**config.mk**
```make
export PLATFORM = sky130hd
export DESIGN_NAME = jtag_vector_player
export DESIGN_NICKNAME = d
export VERILOG_FILES = /design/src/rtl/jtag_pkg.sv /design/src/rtl/jtag_vector_player_tck_timer.sv /design/src/rtl/jtag_vector_player.sv
export SDC_FILE = /design/constraint.sdc
export NUM_CORES = 1
export LEC_CHECK = 0
export CORE_ASPECT_RATIO = 0.75
export CORE_UTILIZATION = 55
export CTS_BUF_LIST = sky130_fd_sc_hd__clkbuf_8
export CTS_CLUSTER_SIZE = 40
export DETAILED_ROUTE_END_ITERATION = 7
export PLACE_DENSITY = 0.89
export SLEW_MARGIN = 10
export SYNTH_ARGS = -nofsm -noshare
export SYNTH_HDL_FRONTEND = slang
export SYNTH_HIERARCHICAL = 1
export SYNTH_SLANG_ARGS = --single-unit
```
**constraint.sdc**
```tcl
create_clock -name clk -period 10.2 [get_ports clk]
set_input_delay 3.06 -clock clk [delete_from_list [all_inputs] [get_ports clk]]
set_output_delay 3.06 -clock clk [all_outputs]
set_load 0.01 [all_outputs]
```
**src/rtl/jtag_pkg.sv**
```systemverilog
// Shared types, widths and helpers for the JTAG vector player.
//   state_t      : sequencer states
//   jtag_pins_t  : registered TCK/TMS/TDI pin bundle
//   step_bits_t  : one {tdi,tms} step field out of a vector byte
//   step_field() : extracts step k (0..3) from a vector byte
package jtag_pkg;

  localparam int unsigned STEP_W      = 15;
  localparam int unsigned BYTE_ADDR_W = 12;
  localparam int unsigned HALF_W      = 16;
  localparam int unsigned BIT_CNT_W   = 4;
  localparam int unsigned LAT_W       = 2;

  typedef enum logic [2:0] {
    ST_IDLE,
    ST_FETCH,
    ST_SETUP,
    ST_HIGH,
    ST_WRITE
  } state_t;

  typedef struct packed {
    logic tck;
    logic tms;
    logic tdi;
  } jtag_pins_t;

  typedef struct packed {
    logic tdi;
    logic tms;
  } step_bits_t;

  // Step k of a vector byte lives at bits [2k+1:2k] as {tdi,tms}.
  function automatic step_bits_t step_field(input logic [7:0] vec, input logic [1:0] k);
    step_bits_t f;
    f = step_bits_t'(vec[{k, 1'b0} +: 2]);
    return f;
  endfunction

endpackage

```
**src/rtl/jtag_vector_player_tck_timer.sv**
```systemverilog
// Loadable down counter timing one TCK half-period (SETUP or HIGH phase).
//   clk, reset_n : clock, async active-low reset
//   load         : load load_val on this edge
//   load_val     : half-period length in clk cycles (>= 1)
//   expire_c     : current cycle is the last one of the phase
module tck_timer
  import jtag_pkg::*;
(
  input  logic              clk,
  input  logic              reset_n,
  input  logic              load,
  input  logic [HALF_W-1:0] load_val,
  output logic              expire_c
);

  logic [HALF_W-1:0] count_q;

  // Count holds the number of cycles left in the phase, including this one.
  always_ff @(posedge clk or negedge reset_n) begin
    if (!reset_n) begin
      count_q <= '0;
    end else if (load) begin
      count_q <= load_val;
    end else if (count_q != '0) begin
      count_q <= count_q - HALF_W'(1);
    end
  end

  assign expire_c = (count_q <= HALF_W'(1));

endmodule

```
**src/rtl/jtag_vector_player.sv**
```systemverilog
// Plays a stored JTAG vector from vector RAM 1 onto TCK/TMS/TDI and packs
// the sampled TDO bits into bytes written to vector RAM 2.
//   clk, reset_n          : vector RAM clock, async active-low reset
//   start, abort          : one-cycle run / stop requests (abort wins)
//   step_count, tck_half  : run length in TCK cycles, TCK half-period (sampled at start)
//   vector_1_addr/rd_data : vector fetch port, data valid RD_LAT clocks after address
//   vector_2_addr/we/wr_data : capture write port
//   jtag_tck/tms/tdi/tdo  : JTAG pins (tdo already synchronised)
//   busy, done            : run in progress, one-cycle completion pulse
module jtag_vector_player
  import jtag_pkg::*;
#(
  parameter int unsigned RD_LAT = 2
) (
  input  logic                   clk,
  input  logic                   reset_n,
  input  logic                   start,
  input  logic                   abort,
  input  logic [STEP_W-1:0]      step_count,
  input  logic [HALF_W-1:0]      tck_half,
  output logic [BYTE_ADDR_W-1:0] vector_1_addr,
  input  logic [7:0]             vector_1_rd_data,
  output logic [BYTE_ADDR_W-1:0] vector_2_addr,
  output logic                   vector_2_we,
  output logic [7:0]             vector_2_wr_data,
  output logic                   jtag_tck,
  output logic                   jtag_tms,
  output logic                   jtag_tdi,
  input  logic                   jtag_tdo,
  output logic                   busy,
  output logic                   done
);

  localparam logic [LAT_W-1:0] LAT_LOAD = LAT_W'(RD_LAT - 1);

  state_t                 state_q, state_d;
  logic [STEP_W-1:0]      idx_q, idx_d, idx_inc;
  logic [STEP_W-1:0]      n_q, n_d;
  logic [HALF_W-1:0]      half_q, half_d;
  logic [LAT_W-1:0]       lat_q, lat_d;
  logic [7:0]             byte_q, byte_d;
  logic [7:0]             cap_q, cap_d;
  logic [BIT_CNT_W-1:0]   bitc_q, bitc_d;
  logic [BYTE_ADDR_W-1:0] bytec_q, bytec_d;
  logic [BYTE_ADDR_W-1:0] v1_addr_q, v1_addr_d;
  logic [BYTE_ADDR_W-1:0] v2_addr_q, v2_addr_d;
  logic                   v2_we_q, v2_we_d;
  logic [7:0]             v2_data_q, v2_data_d;
  jtag_pins_t             pins_q, pins_d;
  logic                   busy_q, busy_d;
  logic                   done_q, done_d;
  logic                   timer_load;
  logic                   timer_expire_c;
  step_bits_t             fld_c;

  tck_timer u_timer (
    .clk      (clk),
    .reset_n  (reset_n),
    .load     (timer_load),
    .load_val (half_q),
    .expire_c (timer_expire_c)
  );

  // Next-state, datapath and output computation.
  always_comb begin
    state_d    = state_q;
    idx_d      = idx_q;
    n_d        = n_q;
    half_d     = half_q;
    lat_d      = lat_q;
    byte_d     = byte_q;
    cap_d      = cap_q;
    bitc_d     = bitc_q;
    bytec_d    = bytec_q;
    v1_addr_d  = v1_addr_q;
    v2_addr_d  = v2_addr_q;
    v2_data_d  = v2_data_q;
    v2_we_d    = 1'b0;
    done_d     = 1'b0;
    pins_d     = pins_q;
    busy_d     = 1'b0;
    timer_load = 1'b0;
    idx_inc    = idx_q + STEP_W'(1);

    case (state_q)
      ST_IDLE: begin
        if (start && !abort) begin
          if (step_count != '0) begin
            n_d     = step_count;
            half_d  = (tck_half == '0) ? HALF_W'(1) : tck_half;
            idx_d   = '0;
            cap_d   = '0;
            bitc_d  = '0;
            bytec_d = '0;
            state_d = ST_FETCH;
          end else begin
            done_d = 1'b1;
          end
        end
      end

      ST_FETCH: begin
        if (lat_q == '0) begin
          byte_d  = vector_1_rd_data;
          state_d = ST_SETUP;
        end else begin
          lat_d = lat_q - LAT_W'(1);
        end
      end

      // TDO is sampled on the edge that raises TCK.
      ST_SETUP: begin
        if (timer_expire_c) begin
          cap_d   = cap_q | (8'(jtag_tdo) << bitc_q);
          bitc_d  = bitc_q + BIT_CNT_W'(1);
          state_d = ST_HIGH;
        end
      end

      ST_HIGH: begin
        if (timer_expire_c) begin
          idx_d = idx_inc;
          if ((bitc_q == BIT_CNT_W'(8)) || (idx_inc == n_q)) begin
            state_d   = ST_WRITE;
            v2_we_d   = 1'b1;
            v2_addr_d = bytec_q;
            v2_data_d = cap_q;
          end else if (idx_inc[1:0] == 2'd0) begin
            state_d = ST_FETCH;
          end else begin
            state_d = ST_SETUP;
          end
        end
      end

      // idx_q already points at the step after the one just captured.
      ST_WRITE: begin
        bytec_d = bytec_q + BYTE_ADDR_W'(1);
        cap_d   = '0;
        bitc_d  = '0;
        if (idx_q == n_q) begin
          state_d = ST_IDLE;
          done_d  = 1'b1;
        end else if (idx_q[1:0] == 2'd0) begin
          state_d = ST_FETCH;
        end else begin
          state_d = ST_SETUP;
        end
      end

      default: state_d = ST_IDLE;
    endcase

    if (abort) begin
      state_d = ST_IDLE;
      done_d  = 1'b0;
      v2_we_d = 1'b0;
    end

    // Entry actions keyed on the state being entered.
    if ((state_d == ST_FETCH) && (state_q != ST_FETCH)) begin
      v1_addr_d = idx_d[BYTE_ADDR_W+1:2];
      lat_d     = LAT_LOAD;
    end

    if (((state_d == ST_SETUP) || (state_d == ST_HIGH)) && (state_d != state_q)) begin
      timer_load = 1'b1;
    end

    // New TMS/TDI are presented together with the TCK falling edge.
    fld_c = step_field(byte_d, idx_d[1:0]);
    if ((state_d == ST_SETUP) && (state_q != ST_SETUP)) begin
      pins_d.tms = fld_c.tms;
      pins_d.tdi = fld_c.tdi;
    end

    // TCK stays high across a mid-run fetch so it only falls on SETUP/WRITE entry.
    pins_d.tck = (state_d == ST_HIGH) || ((state_d == ST_FETCH) && pins_q.tck);
    busy_d     = (state_d != ST_IDLE);
  end

  // State, datapath and registered outputs.
  always_ff @(posedge clk or negedge reset_n) begin
    if (!reset_n) begin
      state_q   <= ST_IDLE;
      idx_q     <= '0;
      n_q       <= '0;
      half_q    <= HALF_W'(1);
      lat_q     <= '0;
      byte_q    <= '0;
      cap_q     <= '0;
      bitc_q    <= '0;
      bytec_q   <= '0;
      v1_addr_q <= '0;
      v2_addr_q <= '0;
      v2_we_q   <= 1'b0;
      v2_data_q <= '0;
      pins_q    <= '{tck: 1'b0, tms: 1'b1, tdi: 1'b0};
      busy_q    <= 1'b0;
      done_q    <= 1'b0;
    end else begin
      state_q   <= state_d;
      idx_q     <= idx_d;
      n_q       <= n_d;
      half_q    <= half_d;
      lat_q     <= lat_d;
      byte_q    <= byte_d;
      cap_q     <= cap_d;
      bitc_q    <= bitc_d;
      bytec_q   <= bytec_d;
      v1_addr_q <= v1_addr_d;
      v2_addr_q <= v2_addr_d;
      v2_we_q   <= v2_we_d;
      v2_data_q <= v2_data_d;
      pins_q    <= pins_d;
      busy_q    <= busy_d;
      done_q    <= done_d;
    end
  end

  assign vector_1_addr    = v1_addr_q;
  assign vector_2_addr    = v2_addr_q;
  assign vector_2_we      = v2_we_q;
  assign vector_2_wr_data = v2_data_q;
  assign jtag_tck         = pins_q.tck;
  assign jtag_tms         = pins_q.tms;
  assign jtag_tdi         = pins_q.tdi;
  assign busy             = busy_q;
  assign done             = done_q;

endmodule

```
# Word level (Yosys, flattened, before mapping)
# Index checks and enable logic that the tools add are counted.
totals:
  ff_bits: 137
  out_inout_bits: 38
  elab_cells: 119
classes:
  n_addsub: 5
  n_lt_le_gt_ge: 1
  eq_ne: 18
  shift: 2
  n_mux: 44
  bitwise: 1
  n_reduce_logical: 28
op_table:
  columns: ["cell", "count"]
  rows:
  - ["16-bit two-way mux", 3]
  - ["15-bit two-way mux", 3]
  - ["8-bit two-way mux", 5]
  - ["15-bit equality test", 2]
  - ["15-bit one-hot mux with 2 select lines", 1]
  - ["12-bit two-way mux", 2]
  - ["12-bit one-hot mux with 2 select lines", 1]
  - ["8-bit one-hot mux with 3 select lines", 1]
  - ["3-bit two-way mux", 7]
  - ["16-bit by 1-bit <= comparator with 1-bit output, second input constant", 1]
  - ["16-bit zero test", 1]
  - ["16-bit nonzero test", 1]
  - ["16-bit by 1-bit subtractor with 16-bit output, second input constant", 1]
  - ["15-bit by 1-bit adder with 15-bit output, second input constant", 1]
  - ["3-bit one-hot mux with 5 select lines", 1]
  - ["15-bit nonzero test", 1]
  - ["12-bit by 1-bit adder with 12-bit output, second input constant", 1]
  - ["3-bit by 2-bit equality test with 1-bit output, second input constant", 4]
  - ["2-bit two-way mux", 6]
  - ["4-bit two-way mux", 3]
  - ["4-bit one-hot mux with 3 select lines", 1]
  - ["1-bit two-way mux", 9]
  - ["3-bit AND reduction", 3]
  - ["2-bit != test, second input constant", 4]
  - ["other kinds (22)", 36]

# Depth between registers and ports, before layout
# Gate-level depths: netlist (run 1).
logic_depth:
  word_depth: 12
  ltp_mapped: 16

# Hierarchy
# The synthesis (run 1) kept the hierarchy.
by_module_without_submodules:
  columns: ["mod", "instances", "cells_each", "area_each_um2", "seq_area_each_um2"]
  rows:
  - ["jtag_vector_player", 1, 568, 5813.1, 3030.4]
  - ["tck_timer", 1, 119, 1064.8, 400.4]

# Least setup slack after synthesis (run 1)
# No wires, ideal clock.
synth_timing:
  path_kind: "input -> register"
  from: "input step_count[2]"
  to: "register u_timer.count_q[4]"
  arrival_ps: 5258
  required_ps: 10090
  slack_ps: 4832
  cell_stages: 12
  path_buffers: 3
  cell_sequence: "nor4_1 -> a41oi_1 -> and2_1 -> a21oi_1 -> o21a_1 -> a31oi_1 -> nor2b_1 -> clkbuf_1 -> clkbuf_1 -> buf_1 -> a22oi_1 -> o41ai_1"
synth_via:
  elab_chain_cells: 10
synth_lines:
  columns: ["element", "line_no", "text"]
  rows:
  - ["start: declaration", "jtag_vector_player.sv:19", "input logic [STEP_W-1:0] step_count,"]
  - ["15-bit nonzero test *", "jtag_vector_player.sv:88", "if (step_count != '0) begin"]
  - ["3-bit two-way mux *", "jtag_vector_player.sv:88", null]
  - ["3-bit two-way mux *", "jtag_vector_player.sv:87", "if (start && !abort) begin"]
  - ["3-bit one-hot mux with 5 select lines *", "jtag_vector_player.sv:85", "case (state_q)"]
  - ["3-bit two-way mux *", "jtag_vector_player.sv:154", "if (abort) begin"]
  - ["3-bit by 2-bit equality test with 1-bit output", "jtag_vector_player.sv:166", "if (((state_d == ST_SETUP) || (state_d == ST_HIGH)) && (state_d != state_q)) begin"]
  - ["1-bit logical OR", "jtag_vector_player.sv:166", null]
  - ["1-bit logical AND *", "jtag_vector_player.sv:166", null]
  - ["1-bit two-way mux *", "jtag_vector_player.sv:166", null]
  - ["net timer_load", "jtag_vector_player.sv:52", "logic timer_load;"]
  - ["16-bit two-way mux or 2-bit nonzero test (tied branches)", null, null]
  - ["end signal: assignment", "jtag_vector_player_tck_timer.sv:23", "count_q <= load_val;"]
  - ["end signal: assignment", "jtag_vector_player_tck_timer.sv:25", "count_q <= count_q - HALF_W'(1);"]
  - ["end: declaration", "jtag_vector_player_tck_timer.sv:16", "logic [HALF_W-1:0] count_q;"]
# Mark *: on every way through the listed nets, which the timed path passes. The rest lies on a longest branch.
# A chain may end at the register's enable or synchronous reset.

# Worst setup path after layout (run 1)
layout_timing:
  from: "input step_count[6]"
  to: "register u_timer.count_q[5]"
# The elaborated chain is that of the path after synthesis.

==> impl_metrics.tcl, run 1 <==
set metrics [dict create \
    synth_seq_cells 137 \
    arrival_ns 6.85 \
    placed_cell_area_sq_um 7760 \
    netlist_area_sq_um 6880 \
    clock.fmax_mhz 153 \
    worstMarginPinSlew_ns 1.20 \
    min_period_ns 6.52 \
    power_density_nw_per_um2 190 \
    first_pass_iters 4 \
    hold_buffers 0 \
    relSlewSlack_pct 19.8 \
    synthCells 687 \
    post_cts_buffers 0 \
    crit_path_end_kind "register" \
    cts_root_buf "clkbuf_8" \
    fin_setup_tns_ns 0 \
    postSynthNetCount 739 \
    row_count 34 \
    required_ns 10.52 \
    die_area_sq_um 13000 \
    synth_edf_count 0 \
    drc_errors 0 \
    gp_congestion 0.912 \
    dpl.cell_count 901 \
    r2r_slack_ns 6.07 \
    yosys_most_used_dff "dfrtp_1" \
    rsz0062_at_grt "no" \
    track_usage_pct 26.7 \
    drt-total-wl_mm 16.2 \
    fin_worst_skew_ns 0.0136 \
    power_uw 1560 \
    setup_viol 0 \
    ios 82 \
    final_cells 933 \
    nets 810 \
    overflow 0 \
    cts_tree "yes" \
    die_height_um 98.8 \
    mostFrequentLayoutCells "dfrtp_1, nand2_1, clkdlybuf4s50_1" \
    grt_pass1_vias 5614 \
    hp-class "reg -> reg" \
    synthArstFlopShare_pct 100 \
    final_common_cell "dfrtp_1" \
    drive_gt1_share_pct 12.1 \
    final_hold_viol_count 0 \
    routed_via_density 5.90 \
    crit_type "in -> reg" \
    max-vdd-ir-drop_v 0.000111 \
    ys_types 65 \
    clk_latency_ns 0.44 \
    grt_max_degree 71 \
    stdcell_area_sq_um 8190 \
    hpwl_mm 11.5 \
    ctsResizeCount 0 \
    whs_ns 0.487 \
    vias 5505 \
    drt-initial-drc-count 464 \
    cp-start-kind "primary input" \
    clkTransAtPathRegs_ns 0.07 \
    num_antenna_cells 0 \
    finalCritPeriodShare_pct 63.9 \
    report.final.slew_viol_count 0 \
    die_x_um 131 \
    yosysWarnings 6 \
    areaGrowthSynthToFinish_pct 19.1 \
    synth-seq-area-share_pct 49.9 \
    core-area_sq_um 11900 \
    cts_sinks 137 \
    crit_fanout 49 \
    cap_violations 0 \
    ff_latch_area_sq_um 3430 \
    wl_per_cell_um 17.4 \
    cts_buffers 17 \
    h-tree-depth 4 \
    status "finished clean" \
    grt_pass1_wl_mm 27.3 \
    ant_nets 0 \
    p_leak_uw 0.00368 \
    avgSynthCellArea_sq_um 10.0 \
    antenna_found_initial 0 \
    multi_input_area_sq_um 3200 \
    cts.path.max_buffers 2 \
    port_buffers 81 \
    fillers 883 \
    start_util_pct 57.9 \
]
-- path summary, 6_finish.rpt --
path | startpoint | end | cells past startpoint
max in group asynchronous | reset_n | cap_q[3] | 2
min reg2reg | half_q[2] | half_q[2] | 2
max | step_count[6] | u_timer/count_q[5] | 13
min in group asynchronous | reset_n | half_q[8] | 1
max reg2reg | idx_q[0] | vector_1_addr[1] | 9
min | half_q[2] | half_q[2] | 2
-- area by class of cell --
class                      instances  share of cell area (%)
clock buffer                      20                    3.36
clock inverter                    12                    1.82
inverter                          24                    1.10
multi-input combinational        493                    39.1
sequential                       137                    41.9
tap                              162                    2.48
timing repair buffer              85                    10.2
-- worst max-delay path: stages --
cell and delay (ns):
clkdlybuf4s50_1 0.42, nor4_1 0.67, a41oi_1 0.32, and2_1 0.21, buf_4 0.29, a21oi_1 0.19
o21a_1 0.23, o21ai_0 0.10, a31oi_1 0.21, nor2b_2 0.06, buf_4 0.24, or3_1 0.58
a22o_1 0.26
-- cell usage after synthesis, types with 9 or more instances --
library cell | number | area [sq um]
mux2_4 | 9 | 135
nand3_1 | 19 | 95.1
nor4_1 | 15 | 93.8
clkbuf_1 | 14 | 52.6
inv_1 | 24 | 90.1
nand4_1 | 12 | 75.1
nor3_1 | 17 | 85.1
nand2_1 | 119 | 447
nor2_1 | 45 | 169
o21ai_0 | 30 | 150
mux2_2 | 33 | 372
xnor2_1 | 15 | 131
xor2_1 | 26 | 228
dfrtp_1 | 135 | 3380
or3_1 | 9 | 56.3
a21oi_1 | 20 | 100
-- routing by layer --
metal,up-vias,GRT usage [%],part of all wire (%)
met5,-,0,0
met4,0,11.8,2.4
li1,2557,-,-
met2,218,43.2,47
met1,2697,34.7,45
met3,33,6.07,5.6
-- state kept, by name (all words and copies together) (netlist names), 2 cells and up --
| register | count |
|---|---|
| vector_1_addr | 12 |
| half_q | 16 |
| cap_q | 8 |
| state_q | 3 |
| byte_q | 8 |
| n_q | 15 |
| idx_q | 15 |
| vector_2_wr_data | 8 |
| u_timer/count_q | 16 |
| bitc_q | 4 |
| lat_q | 2 |
| vector_2_addr | 12 |
| bytec_q | 12 |
-- through the flow --
| step | utilization (%) | setup WS (ns) |
|---|---|---|
| 2_1_floorplan | - | 4.83 |
| 3_3_place_gp | 65.4 | 3.48 |
| 3_5_place_dp | 65.4 | 3.39 |
| 4_1_cts | 68.9 | 3.84 |
| 5_1_grt | 69.0 | 3.55 |
| 6_report | 69.0 | 3.68 |
-- report_power, final --
| group | internal (uW) | leakage [uW] | switching [uW] |
|---|---|---|---|
| logic | 168 | 0.00166 | 188 |
| clock network | 260 | 0.000218 | 207 |
| registers | 639 | 0.00180 | 93.8 |
-- kinds of logic after synthesis --
family	count (synthesis)	share of synthesized area, %
adders and majority gates	8	1.46
and+or+nand+nor	287	20.4
xor gates and xnor gates	41	5.22
buffers and inverters	57	3.75
muxes	48	8.60
AOI/OAI and AO/OA	109	10.7
DFF	137	49.9
Note: power is estimated with default switching activity, not from simulation.
==> inputs of run 2 (changes only) <==
clock period = 6.7 ns   (was 10.2 ns; I/O delays follow)
==> run 2 against run 1 <==
Against the previous run: utilization shrank 0.28 points; power grew 48%; worst setup slack lost 2.3 ns; wire length shrank 1.7%; worst hold slack lost 0.0072 ns; first-iteration DRC count grew 26%; highest routed layer unchanged.
==> impl_metrics.tcl, run 2 (synthesized netlist as in run 1, its figures left out) <==
set metrics [dict create \
    crit_chain "clkdlybuf4s50_1 > nor4_1 > a41oi_1 > and2_1 > a21oi_1 > o21a_1 > o21ai_0 > a31oi_1 > nor2b_2 > buf_4 > or3_1 > a22o_1" \
    row_count 34 \
    grtUsageMet2_pct 41.4 \
    antenna_found_initial 0 \
    grt_max_degree 74 \
    relSlewSlack_pct 19.4 \
    busiest_layer "met2" \
    cts_sinks 137 \
    gp_congestion 0.903 \
    critical_path_buf_inv_count 2 \
    drt-initial-drc-count 585 \
    num_antenna_cells 0 \
    crit_start "step_count[6]" \
    setup_viol 0 \
    hp-class "reg -> reg" \
    r2r_start "idx_q[0]" \
    drc_errors 0 \
    final_common_cell "dfrtp_1" \
    status "finished clean" \
    arrival_ns 5.61 \
    dpl.cell_count 902 \
    whs_ns 0.480 \
    overflow 0 \
    first_pass_iters 5 \
    vias 5581 \
    fin_setup_tns_ns 0 \
    clkTransAtPathRegs_ns 0.07 \
    min_from "half_q[11]" \
    crit_family "simple AND/OR/NAND/NOR gates" \
    h-tree-depth 4 \
    hold_depth 2 \
    worstMarginPinSlew_ns 1.21 \
    crit_type "in -> reg" \
    die_x_um 131 \
    max-vdd-ir-drop_v 0.000147 \
    ctsResizeCount 0 \
    pre_cts_slack_ns 1.04 \
    clock.fmax_mhz 189 \
    final_hold_viol_count 0 \
    start_util_pct 57.9 \
    met1_usage_pct 35.7 \
    grt_pass1_vias 5399 \
    p_leak_uw 0.00366 \
    cp_slowest_stage_delay_ns 0.71 \
    required_ns 7.01 \
    post_cts_buffers 0 \
    nets 811 \
    cts_tree "yes" \
    report.final.slew_viol_count 0 \
    ant_nets 0 \
    cap_violations 0 \
    final_cells 934 \
    drt-total-wl_mm 16.0 \
    cp.depth 12 \
    ios 82 \
    met3_usage_pct 5.45 \
    track_usage_pct 25.8 \
    rsz0062_at_grt "no" \
    cp-start-kind "primary input" \
    cts.path.max_buffers 2 \
    areaGrowthSynthToFinish_pct 18.6 \
    wl_per_cell_um 17.1 \
    min_period_ns 5.30 \
    finalCritPeriodShare_pct 79.1 \
    hold_buffers 0 \
    die_height_um 98.8 \
    timing.final.ws_setup_ns 1.40 \
    placed_cell_area_sq_um 7760 \
    clk_latency_ns 0.43 \
    cts_buffers 17 \
    crit_fanout 25 \
    grt_pass1_wl_mm 26.6 \
    r2r_cells 11 \
    fin_worst_skew_ns 0.0139 \
    core-area_sq_um 11900 \
    stdcell_area_sq_um 8160 \
    power_density_nw_per_um2 282 \
    mostFrequentLayoutCells "dfrtp_1, nand2_1, clkdlybuf4s50_1" \
    port_buffers 81 \
    drive_gt1_share_pct 12.0 \
    slowest_stage "nor4_1" \
    cts_root_buf "clkbuf_8" \
    crit_path_end_kind "register" \
    top_regs "half_q x16, u_timer/count_q x16" \
    routed_via_density 5.98 \
    hpwl_mm 11.3 \
    die_area_sq_um 13000 \
]
==> run 2: metrics by stage <==
| stage | util (%) | power, uW |
|---|---|---|
| floorplan | - | 1470 |
| global placement | 65.4 | 1620 |
| detailed placement | 65.4 | 1650 |
| CTS | 68.6 | 2310 |
| global route | 68.7 | 2430 |
| finish | 68.7 | 2300 |
==> run 2: power by group <==
group	internal [uW]	total [uW]	switching [uW]
clock network	336	651	316
registers	972	1110	140
logic	255	536	281
==> run 2: path summary, 6_finish.rpt <==
path	end	slack, ns
setup / recovery	u_timer/count_q[5]	1.40
hold / removal	half_q[11]	0.48
setup reg to reg	u_timer/count_q[5]	2.48
hold reg to reg	half_q[11]	0.48
max in group asynchronous	bitc_q[2]	4.06
min in group asynchronous	byte_q[2]	1.44
==> run 2: worst reg2reg max path, delay by kind of cell (launching register included) <==
family          cells  cell delay, ns
flops               1            0.53
simple gates        5            1.70
fa+ha+maj           1            0.44
buf+inv             1            0.24
compound gates      4            1.19
==> run 2: area by class of cell <==
| type | instances | area [sq um] |
|---|---|---|
| well taps | 162 | 203 |
| repair buffers | 86 | 846 |
| fillers | 856 | 3710 |
| inverters | 24 | 90.1 |
| clock buffers | 18 | 248 |
| flip-flops and latches | 137 | 3430 |
| multi-input cells | 493 | 3200 |
| clock inverters | 14 | 135 |
==> run 2: per-layer routing <==
layer | wire [um] | up-vias
met5 | 0 | -
met4 | 207 | 0
met3 | 1190 | 28
met2 | 7430 | 269
met1 | 7140 | 2726
li1 | - | 2558
